--- src/rtl/cpu_trace_emitter.sv ---
// cpu_trace_emitter
// Serialises one CPU write-back record per request into the ASCII trace
// format read by the trace checker, one character per accepted cycle:
//   register record: ^<time>@<pc>: $<grf> <= <data>#
//   memory record:   ^<time>@<pc>: *<addr> <= <data>#
//
// Ports:
//   clk, reset      clock, asynchronous active-high reset
//   start           request one record (sampled only while idle)
//   kind            0 = register record, 1 = memory record
//   tstamp          decimal cycle stamp, 0..MAX_TIME ("time" is a reserved
//                   word in SystemVerilog, hence the name)
//   pc, grf, addr   fields of the record (grf used for kind=0, addr for kind=1)
//   data            written value
//   ready           downstream accepts the current character
//   char, valid     character stream
//   busy            a record is being converted or emitted
//   done            one-cycle pulse after the final '#' is accepted
//   err             one-cycle pulse when a start is rejected (tstamp too large)
module cpu_trace_emitter #(
    parameter int TIME_W   = 14,
    parameter int MAX_TIME = 9999
) (
    input  logic              clk,
    input  logic              reset,
    input  logic              start,
    input  logic              kind,
    input  logic [TIME_W-1:0] tstamp,
    input  logic [31:0]       pc,
    input  logic [4:0]        grf,
    input  logic [31:0]       addr,
    input  logic [31:0]       data,
    input  logic              ready,
    output logic [7:0]        char,
    output logic              valid,
    output logic              busy,
    output logic              done,
    output logic              err
);

    typedef enum logic [1:0] {S_IDLE, S_CONV, S_EMIT} state_t;

    // One entry per field of the record; multi-character fields walk 'sub'
    // downward so the most significant digit/nibble goes out first.
    typedef enum logic [3:0] {
        F_CARET, F_TIME, F_AT, F_PC, F_COLON, F_SP1, F_KIND, F_GRF,
        F_ADDR, F_SP2, F_LT, F_EQ, F_SP3, F_DATA, F_HASH
    } field_t;

    localparam int CNT_W = $clog2(TIME_W + 1);

    state_t            state, state_nx;
    field_t            field, field_nx;
    logic [2:0]        sub, sub_nx;
    logic              done_nx, err_nx;

    logic              kind_q;
    logic [31:0]       pc_q, addr_q, data_q;
    logic [4:0]        grf_q;
    logic [TIME_W-1:0] tbin;
    logic [15:0]       bcd, bcd_adj;
    logic [CNT_W-1:0]  cnt;
    logic [1:0]        tens, tens_c;
    logic [3:0]        ones, ones_c;
    logic [2:0]        tdig;
    logic              accept;
    logic              conv_last;

    function automatic logic [7:0] hex(input logic [3:0] n);
        return (n < 4'd10) ? (8'h30 + {4'h0, n}) : (8'h57 + {4'h0, n});
    endfunction

    assign accept    = (state == S_IDLE) && start && (tstamp <= TIME_W'(MAX_TIME));
    assign conv_last = (cnt == CNT_W'(TIME_W));
    assign valid     = (state == S_EMIT);
    assign busy      = (state != S_IDLE);

    // Number of significant decimal digits of the stamp (at least one).
    always_comb begin
        if (bcd[15:12] != 4'd0)     tdig = 3'd4;
        else if (bcd[11:8] != 4'd0) tdig = 3'd3;
        else if (bcd[7:4] != 4'd0)  tdig = 3'd2;
        else                        tdig = 3'd1;
    end

    // Double-dabble correction: bias every BCD digit >=5 before the shift.
    always_comb begin
        bcd_adj = bcd;
        for (int i = 0; i < 4; i++) begin
            if (bcd[i*4 +: 4] >= 4'd5)
                bcd_adj[i*4 +: 4] = bcd[i*4 +: 4] + 4'd3;
        end
    end

    // grf (0..31) split into tens/ones by compare/subtract.
    always_comb begin
        if (grf_q >= 5'd30) begin
            tens_c = 2'd3; ones_c = 4'(grf_q - 5'd30);
        end else if (grf_q >= 5'd20) begin
            tens_c = 2'd2; ones_c = 4'(grf_q - 5'd20);
        end else if (grf_q >= 5'd10) begin
            tens_c = 2'd1; ones_c = 4'(grf_q - 5'd10);
        end else begin
            tens_c = 2'd0; ones_c = grf_q[3:0];
        end
    end

    always_ff @(posedge clk or posedge reset) begin
        if (reset) begin
            state <= S_IDLE;
            field <= F_CARET;
            sub   <= 3'd0;
            done  <= 1'b0;
            err   <= 1'b0;
        end else begin
            state <= state_nx;
            field <= field_nx;
            sub   <= sub_nx;
            done  <= done_nx;
            err   <= err_nx;
        end
    end

    always_comb begin
        state_nx = state;
        field_nx = field;
        sub_nx   = sub;
        done_nx  = 1'b0;
        err_nx   = 1'b0;
        case (state)
            S_IDLE: begin
                if (accept)     state_nx = S_CONV;
                else if (start) err_nx   = 1'b1;
            end
            S_CONV: begin
                if (conv_last) begin
                    state_nx = S_EMIT;
                    field_nx = F_CARET;
                    sub_nx   = 3'd0;
                end
            end
            S_EMIT: begin
                if (ready) begin
                    case (field)
                        F_CARET: begin field_nx = F_TIME; sub_nx = tdig - 3'd1; end
                        F_TIME: begin
                            if (sub == 3'd0) field_nx = F_AT;
                            else             sub_nx   = sub - 3'd1;
                        end
                        F_AT:    begin field_nx = F_PC; sub_nx = 3'd7; end
                        F_PC: begin
                            if (sub == 3'd0) field_nx = F_COLON;
                            else             sub_nx   = sub - 3'd1;
                        end
                        F_COLON: field_nx = F_SP1;
                        F_SP1:   field_nx = F_KIND;
                        F_KIND: begin
                            if (kind_q) begin
                                field_nx = F_ADDR; sub_nx = 3'd7;
                            end else begin
                                field_nx = F_GRF;  sub_nx = {2'b00, tens != 2'd0};
                            end
                        end
                        F_GRF, F_ADDR: begin
                            if (sub == 3'd0) field_nx = F_SP2;
                            else             sub_nx   = sub - 3'd1;
                        end
                        F_SP2:   field_nx = F_LT;
                        F_LT:    field_nx = F_EQ;
                        F_EQ:    field_nx = F_SP3;
                        F_SP3:   begin field_nx = F_DATA; sub_nx = 3'd7; end
                        F_DATA: begin
                            if (sub == 3'd0) field_nx = F_HASH;
                            else             sub_nx   = sub - 3'd1;
                        end
                        F_HASH: begin
                            state_nx = S_IDLE;
                            field_nx = F_CARET;
                            done_nx  = 1'b1;
                        end
                        default: field_nx = F_CARET;
                    endcase
                end
            end
            default: state_nx = S_IDLE;
        endcase
    end

    // Latched record fields and the conversion datapath.
    always_ff @(posedge clk or posedge reset) begin
        if (reset) begin
            kind_q <= 1'b0;
            pc_q   <= 32'h0;
            addr_q <= 32'h0;
            data_q <= 32'h0;
            grf_q  <= 5'd0;
            tbin   <= '0;
            bcd    <= 16'h0;
            cnt    <= '0;
            tens   <= 2'd0;
            ones   <= 4'd0;
        end else begin
            if (accept) begin
                kind_q <= kind;
                pc_q   <= pc;
                addr_q <= addr;
                data_q <= data;
                grf_q  <= grf;
                tbin   <= tstamp;
                bcd    <= 16'h0;
                cnt    <= '0;
            end else if (state == S_CONV) begin
                if (cnt == '0) begin
                    tens <= tens_c;
                    ones <= ones_c;
                end
                if (!conv_last) begin
                    bcd  <= {bcd_adj[14:0], tbin[TIME_W-1]};
                    tbin <= {tbin[TIME_W-2:0], 1'b0};
                    cnt  <= cnt + CNT_W'(1);
                end
            end
        end
    end

    always_comb begin
        char = 8'h00;
        if (state == S_EMIT) begin
            case (field)
                F_CARET: char = 8'h5E;
                F_TIME:  char = 8'h30 + {4'h0, bcd[{sub[1:0], 2'b00} +: 4]};
                F_AT:    char = 8'h40;
                F_PC:    char = hex(pc_q[{sub, 2'b00} +: 4]);
                F_COLON: char = 8'h3A;
                F_SP1, F_SP2, F_SP3: char = 8'h20;
                F_KIND:  char = kind_q ? 8'h2A : 8'h24;
                F_GRF:   char = 8'h30 + {4'h0, (sub[0] ? {2'b00, tens} : ones)};
                F_ADDR:  char = hex(addr_q[{sub, 2'b00} +: 4]);
                F_LT:    char = 8'h3C;
                F_EQ:    char = 8'h3D;
                F_DATA:  char = hex(data_q[{sub, 2'b00} +: 4]);
                F_HASH:  char = 8'h23;
                default: char = 8'h00;
            endcase
        end
    end

endmodule

--- config.mk ---
export PLATFORM = sky130hd
export DESIGN_NAME = cpu_trace_emitter
export DESIGN_NICKNAME = d
export VERILOG_FILES = /design/src/rtl/cpu_trace_emitter.sv
export SDC_FILE = /design/constraint.sdc
export NUM_CORES = 1
export LEC_CHECK = 0
export ABC_AREA = 1
export BUFFER_PORTS_ARGS = -buffer_cell sky130_fd_sc_hd__buf_4
export CAP_MARGIN = 20
export CORE_ASPECT_RATIO = 1.25
export CORE_MARGIN = 2
export CORE_UTILIZATION = 62
export CTS_CLUSTER_DIAMETER = 50
export CTS_CLUSTER_SIZE = 25
export DETAILED_ROUTE_END_ITERATION = 8
export HOLD_SLACK_MARGIN = 0.02
export PLACE_DENSITY = 0.86
export SLEW_MARGIN = 20
export SYNTH_ARGS = -nofsm -noshare
export SYNTH_HDL_FRONTEND = slang
export SYNTH_SLANG_ARGS = --single-unit
--- constraint.sdc ---
create_clock -name clk -period 14.2 [get_ports clk]
set_clock_uncertainty 0.2 [all_clocks]
set_input_delay 2.84 -clock clk [delete_from_list [all_inputs] [get_ports clk]]
set_output_delay 2.84 -clock clk [all_outputs]
set_load 0.02 [all_outputs]
==> results of run 1 <==
[layout by cell type, fill, tap and decap left out, drive strengths merged, types with 2 or more instances in the layout]
master	n
nor3	9
clkinvlp	2
o22ai	6
nand3	90
nand4	7
nor2	66
o31ai	2
o21a	3
inv	189
buf	136
o32a	2
bufinv	2
clkinv	4
clkbuf	19
ha	20
or2	2
nor4	2
o2111ai	2
a21oi	42
o211ai	6
dfrtp	153
xor2	7
nand3b	4
o21ai	149
nand2	381
a31oi	5
[registers in the layout, summed over array words and instances, names as in the netlist]
signal / flops
kind_q: 1
grf_q: 5
state: 2
sub: 3
data_q: 32
pc_q: 32
bcd: 16
done: 1
addr_q: 32
cnt: 4
err: 1
tbin: 14
tens: 2
field: 4
ones: 4
[per-stage QoR]
stage	instance area (um2)	worst slack (ns)
final	10300	8.01
after floorplan	8740	7.04
after global placement	9660	8.45
after global routing	10300	7.78
after detailed placement	9660	8.35
after CTS	10300	8.02
[cell usage after synthesis, drive strengths merged]
cell type	count
o21a	3
nor3b	1
xor2	7
o21bai	1
and2	1
buf	41
nor4	2
a22oi	1
a221oi	1
nand3	90
dfrtp	153
o2111ai	2
o31ai	2
o21ai	149
nor2	66
clkbuf	13
o32a	2
mux2i	1
inv	182
or2	2
a21boi	1
o22a	1
conb	1
nand2	381
ha	20
a31oi	5
o22ai	6
nand3b	4
nor3	9
o211ai	6
clkinv	2
a21oi	42
nand4	7
[worst min-delay path, delay by kind of cell, from the launching register on]
family	cells	cell delay, ns
AND/OR/NAND/NOR	2	0.11
flip-flops	1	0.34
[power by group through the flow]
stage	clock network [uW]	registers, uW	logic, uW
2_1_floorplan	0	703	938
6_report	468	736	1190
4_1_cts	469	734	1180
3_5_place_dp	0	738	1160
3_3_place_gp	0	729	1130
5_1_grt	488	757	1350
[metal layers]
metal	up-vias	global-route usage (%)	share of wire, %
met5	-	0	0
met4	0	12.5	3.6
met3	60	5.33	6.9
met2	328	53.0	50
met1	3913	38.7	39
li1	4008	-	-
[cell families (layout without fill, tap and decap cells)]
group,after synthesis,after routing,share of synthesized area [%]
AND/OR/NAND/NOR,563,563,26.9
buffers and inverters,238,352,11.8
AO/OA/AOI/OAI,222,222,13.9
flip-flops,153,153,43.8
adder cells (fa/ha/maj),20,20,2.86
XOR/XNOR,7,7,0.701
other,1,1,0.0429
multiplexers,1,1,0.114
[cell type report]
cell class / instances / area [um2] / share of cell area, %
clock buffers: 19 / 443 / 4.32
repair buffers: 136 / 1020 / 9.95
multi-input cells: 814 / 3880 / 37.9
well taps: 175 / 219 / 2.13
inverters: 184 / 706 / 6.88
clock inverters: 13 / 158 / 1.54
flip-flops and latches: 153 / 3830 / 37.3
[worst paths after layout]
path                       startpoint    endpoint  slack, ns  cells after the start
hold reg to reg            addr_q[28]  addr_q[28]       0.28                      2
setup / recovery               sub[0]     char[1]       8.01                     13
setup reg to reg             state[1]  addr_q[26]      11.03                      8
hold / removal             addr_q[28]  addr_q[28]       0.28                      2
min in group asynchronous       reset    grf_q[0]       2.33                      2
max in group asynchronous       reset   addr_q[9]      10.12                      3
==> run summary, run 1 <==
PLACED DESIGN
-------------------------------------------------------------------------------------------
Final estimated routing congestion in global placement                                0.917
Total instance count after detailed placement                                          1462
Number of buffers inserted by port buffering                                            130
HPWL after DPL                                                                     15100 um

CRITICAL PATH
-------------------------------------------------------------------------------------------
Critical path's top delay family                                               buffers and inverters
Data required time at the worst endpoint                                           11.16 ns
Type of the worst setup path                                                   flip-flop to output pin
Cell with the most instances on the worst path                                      nand3_1
CP Data Arrival Time                                                                3.15 ns
Slowest stage delay, CP                                                             0.58 ns
Cells along the critical path                                                  buf_4, inv_8, nand2_1, nand3_1, nand3_1, o21ai_2, ha_1, nand3_1, nand3_1, nand2_1, nor2_1, nor2_1, buf_4
Kind of start point of the critical path                                          flip-flop
Library cell contributing the largest single delay on the critical path               buf_4
Top fanout value on the critical path                                                    70
Endpoint type of the worst setup path                                            output pin
Crit path buffers/inverters                                                               3

GRT
-------------------------------------------------------------------------------------------
Sum of overflow across all layers after global routing                                    0
Pin count of the biggest net entering global routing                                    113
Wire length of the first global-routing pass                                       36500 um
Antenna violations before repair                                                          0
Total routing resource utilization after global routing                               31.0%
Vias in the first global route                                                         7855

PWR
-------------------------------------------------------------------------------------------
Switching Fraction                                                                    45.5%
Register share of total power                                                         30.8%
Relative contribution of the clock network to total power                             19.6%
Power per cell area                                                              233 nW/um2
Net switching component of the power                                                1090 uW
Reported leakage power                                                           0.00540 uW
Worst voltage drop across the vdd grid                                             0.126 mV
Portion of total power attributed to combinational logic                              49.6%
Overall power consumption                                                           2390 uW
Design internal power                                                               1300 uW

STA
-------------------------------------------------------------------------------------------
Setup violations, final                                                                   0
Maximum achievable frequency                                                        161 MHz
Clock period minus worst slack                                                      6.19 ns
Final-layout setup total negative slack                                                0 ns
Hold Fails Final Rpt                                                                      0
Transition time at the pin with the least slew margin                              0.933 ns
RSZ-0062 raised after global routing                                                  false
Hold Worst Slack                                                                   0.282 ns
Worst max-slew margin expressed relative to the limit                                 37.8%
Final period util                                                                     43.6%
Max-slew violation total from the final report                                            0

FLOORPLANNING
-------------------------------------------------------------------------------------------
DIE AREA                                                                          15100 um2
Starting Density                                                                      63.3%
Row cnt                                                                                  48
Die height                                                                           137 um
# IOs                                                                                   132
Floorplan Core Area                                                               13800 um2
Horiz. Die Dim                                                                       110 um

CLOCK NETWORK
-------------------------------------------------------------------------------------------
Max H-tree Level                                                                          4
Clk buf depth                                                                             2
Post-cts gate resize count                                                                0
Later-pin clock latency in the skew report                                          0.43 ns
Clk root buf                                                                      clkbuf_16
Total CTS buffers                                                                        17
Clock tree from TritonCTS                                                              done
Number of clock sinks seen by CTS                                                       153
Post-CTS Repair Setup Buffers                                                             0
Hold-fix buffer count after cts                                                           0
Clock transition at the registers of the reported paths                             0.06 ns

SYNTHESIS
-------------------------------------------------------------------------------------------
Top-area cell type share of the netlist area                                          43.8%
Top cells by area, synth                                                       dfrtp_1 (44%), nand2_1 (16%), inv_1 (7.5%), o21ai_0 (7.3%), nand3_1 (5.1%)
Flip-flop and latch count after synthesis                                               153
Combined area of all synthesized cells                                             8740 um2
Register area share after synthesis                                                   43.8%
Post-synthesis instance total                                                          1205
Number of nets produced by synthesis                                                   1345
Yosys warns                                                                               0
Mean post-synth cell area                                                          7.26 um2
Count of unique library cells instantiated by Yosys                                      44
Library cell occupying the most area in the post-synthesis netlist                  dfrtp_1

FINISH
-------------------------------------------------------------------------------------------
Non-filler instance count after layout                                                 1494
Share of cells above drive strength 1                                                 15.6%
Antenna cells                                                                             0
Net count of the finished layout                                                       1446
Number of filler cells placed in the layout                                            1106
Area delta synth->final                                                               17.4%
Final Core Density                                                                    74.3%

ROUTE
-------------------------------------------------------------------------------------------
Via density per instance                                                               5.56
Antenna Violating Nets Remaining                                                          0
Average wire length per cell after detail routing                                   14.9 um
Total via count in the routed design                                                   8309
Number of design-rule violations left by the first detailed-router iteration            737
Total wirelength of the detailed-routed design                                     22300 um
Drt pass-1 iters                                                                          6
Drt drc                                                                                   0

FLOW RUN
-------------------------------------------------------------------------------------------
# Max-Cap Violations                                                                      0

OUTCOME
-------------------------------------------------------------------------------------------
Run status                                                                        completed

HOLD PATH
-------------------------------------------------------------------------------------------
Class of the worst hold path                                                   flip-flop to flip-flop

No activity file was read; power rests on OpenSTA's default activity.
==> run 2: changes to the inputs <==
ABC_AREA = 0   (was 1)
CORE_UTILIZATION = 57   (was 62)
PLACE_DENSITY = 0.8   (was 0.86)
clock period = 6.04 ns   (was 14.2 ns; I/O delays follow)
==> run 2 against run 1 <==
  * Largest cell class unchanged
  * Highest routed layer unchanged
  * Die area up 3.5%
  * Hold slack better by 0.016 ns
  * Flip-flop and latch count unchanged
  * First-iteration DRC count down 43%
  * Largest power group unchanged
==> run summary, run 2 <==
GRT
-------------------------------------------------------------------------------------------
Antenna violations before repair                                                          0   unchanged
Met1 Usage GRT                                                                        30.6%   -8.0 points
Met3 track demand over resource in global routing                                     6.08%   +0.74 points
Wire length of the first global-routing pass                                       30900 um   -15%
Vias in the first global route                                                         6333   -19%
Sum of overflow across all layers after global routing                                    0   unchanged
Pin count of the biggest net entering global routing                                    120   +6.2%
GRT met2 Usage                                                                        42.9%   -10 points
Gr busiest metal                                                                       met2
Total routing resource utilization after global routing                               24.7%   -6.3 points

STA
-------------------------------------------------------------------------------------------
Final period util                                                                     82.8%
RSZ-0062 raised after global routing                                                  false
Setup violations, final                                                                   0   unchanged
Clock period minus worst slack                                                      5.00 ns
Final-layout setup total negative slack                                                0 ns   unchanged
Hold Fails Final Rpt                                                                      0   unchanged
Worst max-slew margin expressed relative to the limit                                 34.5%   -3.3 points
Max-slew violation total from the final report                                            0   unchanged
Transition time at the pin with the least slew margin                              0.982 ns   +0.0488 ns
Hold Worst Slack                                                                   0.298 ns   +0.0155 ns
Maximum achievable frequency                                                        200 MHz

CRITICAL PATH
-------------------------------------------------------------------------------------------
CP Data Arrival Time                                                                3.59 ns   +0.44 ns
Top fanout value on the critical path                                                    21   -70%
Kind of start point of the critical path                                          flip-flop
Type of the worst setup path                                                   flip-flop to output pin
Data required time at the worst endpoint                                            4.63 ns   -6.53 ns
Endpoint type of the worst setup path                                            output pin

SYNTHESIS
-------------------------------------------------------------------------------------------
Flip-flop and latch count after synthesis                                               153   unchanged
Mean post-synth cell area                                                          11.5 um2   +59%
Async S/R FF share, synth                                                              100%   unchanged
Combined area of all synthesized cells                                             8330 um2   -4.8%
Top_reg_cell synth                                                                  dfrtp_1
Count of unique library cells instantiated by Yosys                                      65   +48%
Yosys warns                                                                               0   unchanged
Number of enable flip-flop cells after synthesis                                          0   unchanged
Post-synthesis instance total                                                           722   -40%
Top cells by area, synth                                                       dfrtp_1 (46%), mux2_2 (14%), mux4_2 (4.1%), mux2i_1 (3.5%), nand2_1 (3.3%)
Most common cell in the synthesized netlist                                         dfrtp_1
Number of nets produced by synthesis                                                    862   -36%
Top-area cell type share of the netlist area                                          46.0%   +2.2 points
Register area share after synthesis                                                   46.0%   +2.2 points
Library cell occupying the most area in the post-synthesis netlist                  dfrtp_1
Post-synth top cells                                                           dfrtp_1 (153), mux2_2 (103), nand2_1 (73), o21ai_0 (47), a21oi_1 (38)

ROUTE
-------------------------------------------------------------------------------------------
Total via count in the routed design                                                   6043   -27%
Antenna Violating Nets Remaining                                                          0   unchanged
Number of design-rule violations left by the first detailed-router iteration            422   -43%
Total wirelength of the detailed-routed design                                     18700 um   -16%
Average wire length per cell after detail routing                                   18.2 um   +22%
Via density per instance                                                               5.88   +5.8%
Drt drc                                                                                   0   unchanged
Drt pass-1 iters                                                                          6   unchanged

CLOCK NETWORK
-------------------------------------------------------------------------------------------
Total CTS buffers                                                                        17   unchanged
Max H-tree Level                                                                          4   unchanged
Clk buf depth                                                                             2   unchanged
Post-cts gate resize count                                                                0   unchanged
Post-CTS Repair Setup Buffers                                                             0   unchanged
Number of clock sinks seen by CTS                                                       153   unchanged
Clk root buf                                                                      clkbuf_16
Hold-fix buffer count after cts                                                           0   unchanged
Clock tree from TritonCTS                                                              done
Clock transition at the registers of the reported paths                             0.06 ns   about the same
Later-pin clock latency in the skew report                                          0.42 ns   about the same

PLACED DESIGN
-------------------------------------------------------------------------------------------
Final estimated routing congestion in global placement                                0.861   -6.1%
HPWL after DPL                                                                     13200 um   -13%
Total instance count after detailed placement                                           995   -32%
Number of buffers inserted by port buffering                                            130   unchanged
Area after detailed placement                                                      9310 um2   -3.6%

FINISH
-------------------------------------------------------------------------------------------
Regs by FF count                                                               addr_q: 32 flops, data_q: 32 flops, pc_q: 32 flops
Non-filler instance count after layout                                                 1027   -31%
Most used cells in the layout excluding fill and tap cells                     dfrtp_1 (152), buf_4 (137), mux2_2 (103)
Share of cells above drive strength 1                                                 35.8%   +20 points
Area delta synth->final                                                               19.1%
Net count of the finished layout                                                        976   -33%
Area of all placed cells without fillers                                           9910 um2   -3.4%
Most common cell after layout, fill and taps aside                                  dfrtp_1
Antenna cells                                                                             0   unchanged

FLOORPLANNING
-------------------------------------------------------------------------------------------
# IOs                                                                                   132   unchanged
Starting Density                                                                      58.0%   -5.2 points
Horiz. Die Dim                                                                       112 um   +1.7%
DIE AREA                                                                          15600 um2   +3.5%
Die height                                                                           139 um   +1.7%
Row cnt                                                                                  49   +2.1%
Floorplan Core Area                                                               14300 um2   +3.9%

PWR
-------------------------------------------------------------------------------------------
Worst voltage drop across the vdd grid                                             0.269 mV   +110%
Reported leakage power                                                           0.00439 uW   -19%
Power per cell area                                                              534 nW/um2   +130%
Overall power consumption                                                           5290 uW   +120%

HOLD PATH
-------------------------------------------------------------------------------------------
Class of the worst hold path                                                   flip-flop to flip-flop

FLOW RUN
-------------------------------------------------------------------------------------------
# Max-Cap Violations                                                                      0   unchanged

OUTCOME
-------------------------------------------------------------------------------------------
Run status                                                                        completed

-- run 2: changes by cell type after synthesis, sizes merged, moves of 8 or more --
| cell | previous run | this run |
|---|---|---|
| nand3 | 90 | 11 |
| o21ai | 149 | 47 |
| mux2i | 1 | 34 |
| mux4 | 0 | 24 |
| buf | 41 | 27 |
| nor2b | 0 | 9 |
| inv | 182 | 28 |
| nand2 | 381 | 73 |
| nor2 | 66 | 34 |
| xnor2 | 0 | 8 |
| mux2 | 0 | 103 |
| nand2b | 0 | 11 |
-- run 2: cell type report --
| cell class | count | area [um2] |
|---|---|---|
| sequential | 153 | 3830 |
| clock buffer | 19 | 433 |
| inverter | 28 | 113 |
| multi-input combinational | 499 | 4120 |
| clock inverter | 13 | 168 |
| timing repair buffer | 137 | 1030 |
| tap | 178 | 223 |
| fill | 1057 | 4430 |
-- run 2: path summary, 6_finish.rpt --
path	slack, ns	endpoint	start	cells after the start
max	1.04	char[2]	sub[0]	8
min	0.30	pc_q[23]	pc_q[23]	1
max reg2reg	3.32	sub[1]	field[3]	8
min reg2reg	0.30	pc_q[23]	pc_q[23]	1
max in group asynchronous	3.92	data_q[9]	reset	3
min in group asynchronous	0.75	pc_q[14]	reset	2
-- run 2: critical path, cell delays in order, from the launching register on --
cell and delay [ns]:
dfrtp_2 0.75, buf_4 0.45, mux4_1 0.62, mux2i_1 0.39, ha_1 0.27, and4b_1 0.21, o21ai_0 0.08, a31oi_1 0.22
buf_4 0.17
-- run 2: metrics by stage --
stage          utilization [%]  worst slack, ns
2_1_floorplan                -            0.511
3_3_place_gp              64.9             1.50
3_5_place_dp              64.9             1.48
4_1_cts                   69.1             1.01
5_1_grt                   69.1            0.733
6_report                  69.1             1.04
-- run 2: cell families after synthesis --
logic type | Yosys count | share of synthesized area (%)
other | 1 | 0.0450
and+or+nand+nor | 169 | 9.62
DFF | 153 | 46.0
muxes | 161 | 25.4
buffers and inverters | 70 | 4.64
adders and majority gates | 20 | 3.00
AOI/OAI and AO/OA | 135 | 9.92
xor gates and xnor gates | 13 | 1.37
-- run 2: power breakdown --
part           switching (uW)  leakage [uW]  internal (uW)  total (uW)
Sequential                400       0.00186           1510        1910
Clock                     436      0.000289            655        1090
Combinational            1110       0.00224           1170        2290
Total                    1950       0.00439           3340        5290
-- run 2: layer usage --
metal | up-vias | wire length, um
met1 | 2975 | 7380
met5 | - | 0
met4 | 0 | 295
met3 | 27 | 1130
met2 | 194 | 9860
li1 | 2847 | -
==> run 3: changes to the inputs <==
CORE_UTILIZATION = 52   (was 57)
PLACE_DENSITY = 0.77   (was 0.8)
clock period = 4.4 ns   (was 6.04 ns; I/O delays follow)
==> run 3 against run 2 <==
  * Combinational power increased by 38%
  * Critical path type unchanged
  * Power increased by 35%
  * Die area increased by 9.3%
  * Register-to-register slack got worse by 1.8 ns
==> run summary, run 3 (synthesis gave the netlist of run 2 again) <==
FLOORPLANNING
-------------------------------------------------------------------------------------------
Die height                                                                           145 um   +4.6%
Floorplan Core Area                                                               15600 um2   +9.0%
Starting Density                                                                      53.3%   -4.8 points
DIE AREA                                                                          17100 um2   +9.3%
Row cnt                                                                                  51   +4.1%
Horiz. Die Dim                                                                       117 um   +4.5%
# IOs                                                                                   132   unchanged

CLOCK NETWORK
-------------------------------------------------------------------------------------------
Later-pin clock latency in the skew report                                          0.42 ns   about the same
Total CTS buffers                                                                        17   unchanged
Clk buf depth                                                                             2   unchanged
Clock tree from TritonCTS                                                              done
Clock transition at the registers of the reported paths                             0.06 ns   about the same
Number of clock sinks seen by CTS                                                       153   unchanged
Max H-tree Level                                                                          4   unchanged
Clk root buf                                                                      clkbuf_16

PWR
-------------------------------------------------------------------------------------------
Overall power consumption                                                           7170 uW   +35%
Worst voltage drop across the vdd grid                                             0.395 mV   +47%
Reported leakage power                                                           0.00442 uW   +0.76%
Power per cell area                                                              714 nW/um2   +34%

CRITICAL PATH
-------------------------------------------------------------------------------------------
Data required time at the worst endpoint                                            3.32 ns   -1.31 ns
Crit path buffers/inverters                                                               2   unchanged
Slowest stage delay, CP                                                             0.62 ns   -0.13 ns
Library cell contributing the largest single delay on the critical path              mux4_1
CP Data Arrival Time                                                                3.12 ns   -0.47 ns
Endpoint type of the worst setup path                                            output pin
Top fanout value on the critical path                                                     7   -67%
Worst-case register-to-register setup slack                                         1.51 ns   -1.81 ns
Type of the worst setup path                                                   flip-flop to output pin
Critical path's top delay family                                               multiplexers
Cells along the critical path                                                  mux4_1, mux2i_4, ha_1, inv_1, or4b_1, o21ai_0, a22oi_1, a31oi_1, buf_4
Kind of start point of the critical path                                          flip-flop

STA
-------------------------------------------------------------------------------------------
Maximum achievable frequency                                                        238 MHz
Worst max-slew margin expressed relative to the limit                                 36.2%   +1.7 points
RSZ-0062 raised after global routing                                                  false
Setup violations, final                                                                   0   unchanged
Clock period minus worst slack                                                      4.20 ns
Final-layout setup total negative slack                                                0 ns   unchanged
Final period util                                                                     95.5%
Max-slew violation total from the final report                                            0   unchanged
Hold Fails Final Rpt                                                                      0   unchanged
Worst setup margin                                                                 0.197 ns   -0.843 ns
Transition time at the pin with the least slew margin                              0.955 ns   -0.0275 ns

FINISH
-------------------------------------------------------------------------------------------
Share of cells above drive strength 1                                                 36.3%   +0.52 points
Most used cells in the layout excluding fill and tap cells                     dfrtp_1 (152), buf_4 (140), mux2_2 (103)
Most common cell after layout, fill and taps aside                                  dfrtp_1
Area of all placed cells without fillers                                          10000 um2   +1.3%
Net count of the finished layout                                                        984   +0.82%
Regs by FF count                                                               addr_q: 32 flops, data_q: 32 flops, pc_q: 32 flops
Antenna cells                                                                             0   unchanged
Number of filler cells placed in the layout                                            1202   +14%
Area delta synth->final                                                               20.6%

HOLD PATH
-------------------------------------------------------------------------------------------
Class of the worst hold path                                                   flip-flop to flip-flop

GRT
-------------------------------------------------------------------------------------------
Sum of overflow across all layers after global routing                                    0   unchanged
Total routing resource utilization after global routing                               22.8%   -1.8 points
Antenna violations before repair                                                          0   unchanged
Wire length of the first global-routing pass                                       30700 um   -0.67%
Vias in the first global route                                                         6210   -1.9%
Pin count of the biggest net entering global routing                                     63   -48%

FLOW RUN
-------------------------------------------------------------------------------------------
# Max-Cap Violations                                                                      0   unchanged

ROUTE
-------------------------------------------------------------------------------------------
Drt pass-1 iters                                                                          5   -1
Via density per instance                                                               5.62   -4.6%
Total via count in the routed design                                                   5998   -0.74%
Antenna Violating Nets Remaining                                                          0   unchanged
Total wirelength of the detailed-routed design                                     18400 um   -1.5%
Average wire length per cell after detail routing                                   17.2 um   -5.3%
Number of design-rule violations left by the first detailed-router iteration            455   +7.8%
Drt drc                                                                                   0   unchanged

PLACED DESIGN
-------------------------------------------------------------------------------------------
HPWL after DPL                                                                     13200 um   +0.14%
Worst setup slack before clock tree synthesis                                      0.499 ns   -0.981 ns
Number of buffers inserted by port buffering                                            130   unchanged
Final estimated routing congestion in global placement                                0.892   +3.5%
Area after detailed placement                                                      9460 um2   +1.6%

OUTCOME
-------------------------------------------------------------------------------------------
Run status                                                                        completed

-- run 3: changes by cell type in the layout (fill, tap and decap cells not counted), sizes merged --
cell / change
bufinv: -1
buf: +8
inv: -3
clkinvlp: +1
clkbuf: +2
-- run 3: worst paths after layout --
kind,from,end,cells after the start
max,sub[0],char[2],9
min,data_q[5],data_q[5],1
max reg2reg,field[0],sub[1],8
min reg2reg,data_q[5],data_q[5],1
max in group asynchronous,reset,addr_q[6],3
min in group asynchronous,reset,pc_q[6],2
-- run 3: power by group --
group          internal, uW  switching, uW
Combinational          1640           1510
Sequential             2080            516
Clock                   850            573
Total                  4570           2600
-- run 3: through the flow --
stage          std cells  utilization (%)  hold WS [ns]
3_5_place_dp        1037             60.5         0.291
2_1_floorplan        722                -         0.272
4_1_cts             1068             64.2         0.306
5_1_grt             1068             64.2         0.313
3_3_place_gp        1037             60.5         0.284
6_report            1068             64.2         0.298
-- run 3: repair_timing --
| action | 4_1_cts | 5_1_grt |
|---|---|---|
| buffers inserted | 0 | 0 |
| setup endpoints to repair | 0 | 3 |
| endpoints found under the hold margin | 0 | 0 |
| gates resized for setup | 0 | 2 |
| hold buffers | 0 | 0 |
-- run 3: area by class of cell --
type	instances	area, um2	area share (%)
multi-input combinational	499	4120	41.1
inverter	28	109	1.08
tap	212	265	2.64
timing repair buffer	145	1140	11.4
clock buffer	21	450	4.49
sequential	153	3830	38.1
clock inverter	10	120	1.20
-- run 3: per-layer routing --
metal	global-route usage, %	vias up	share of wire, %
li1	-	2858	-
met1	29.9	2947	42
met2	37.5	169	51
met3	5.62	24	4.9
met4	6.88	0	1.6
met5	0	-	0
-- run 3: worst reg2reg max path, cell delays in order (launching register included) --
cell and delay [ns]:
dfrtp_1 0.76, nand2b_1 0.26, o22ai_1 0.56, a211oi_1 0.12, a21oi_1 0.20, ha_1 0.26, inv_1 0.05, o21ai_0 0.07
o21ai_0 0.29
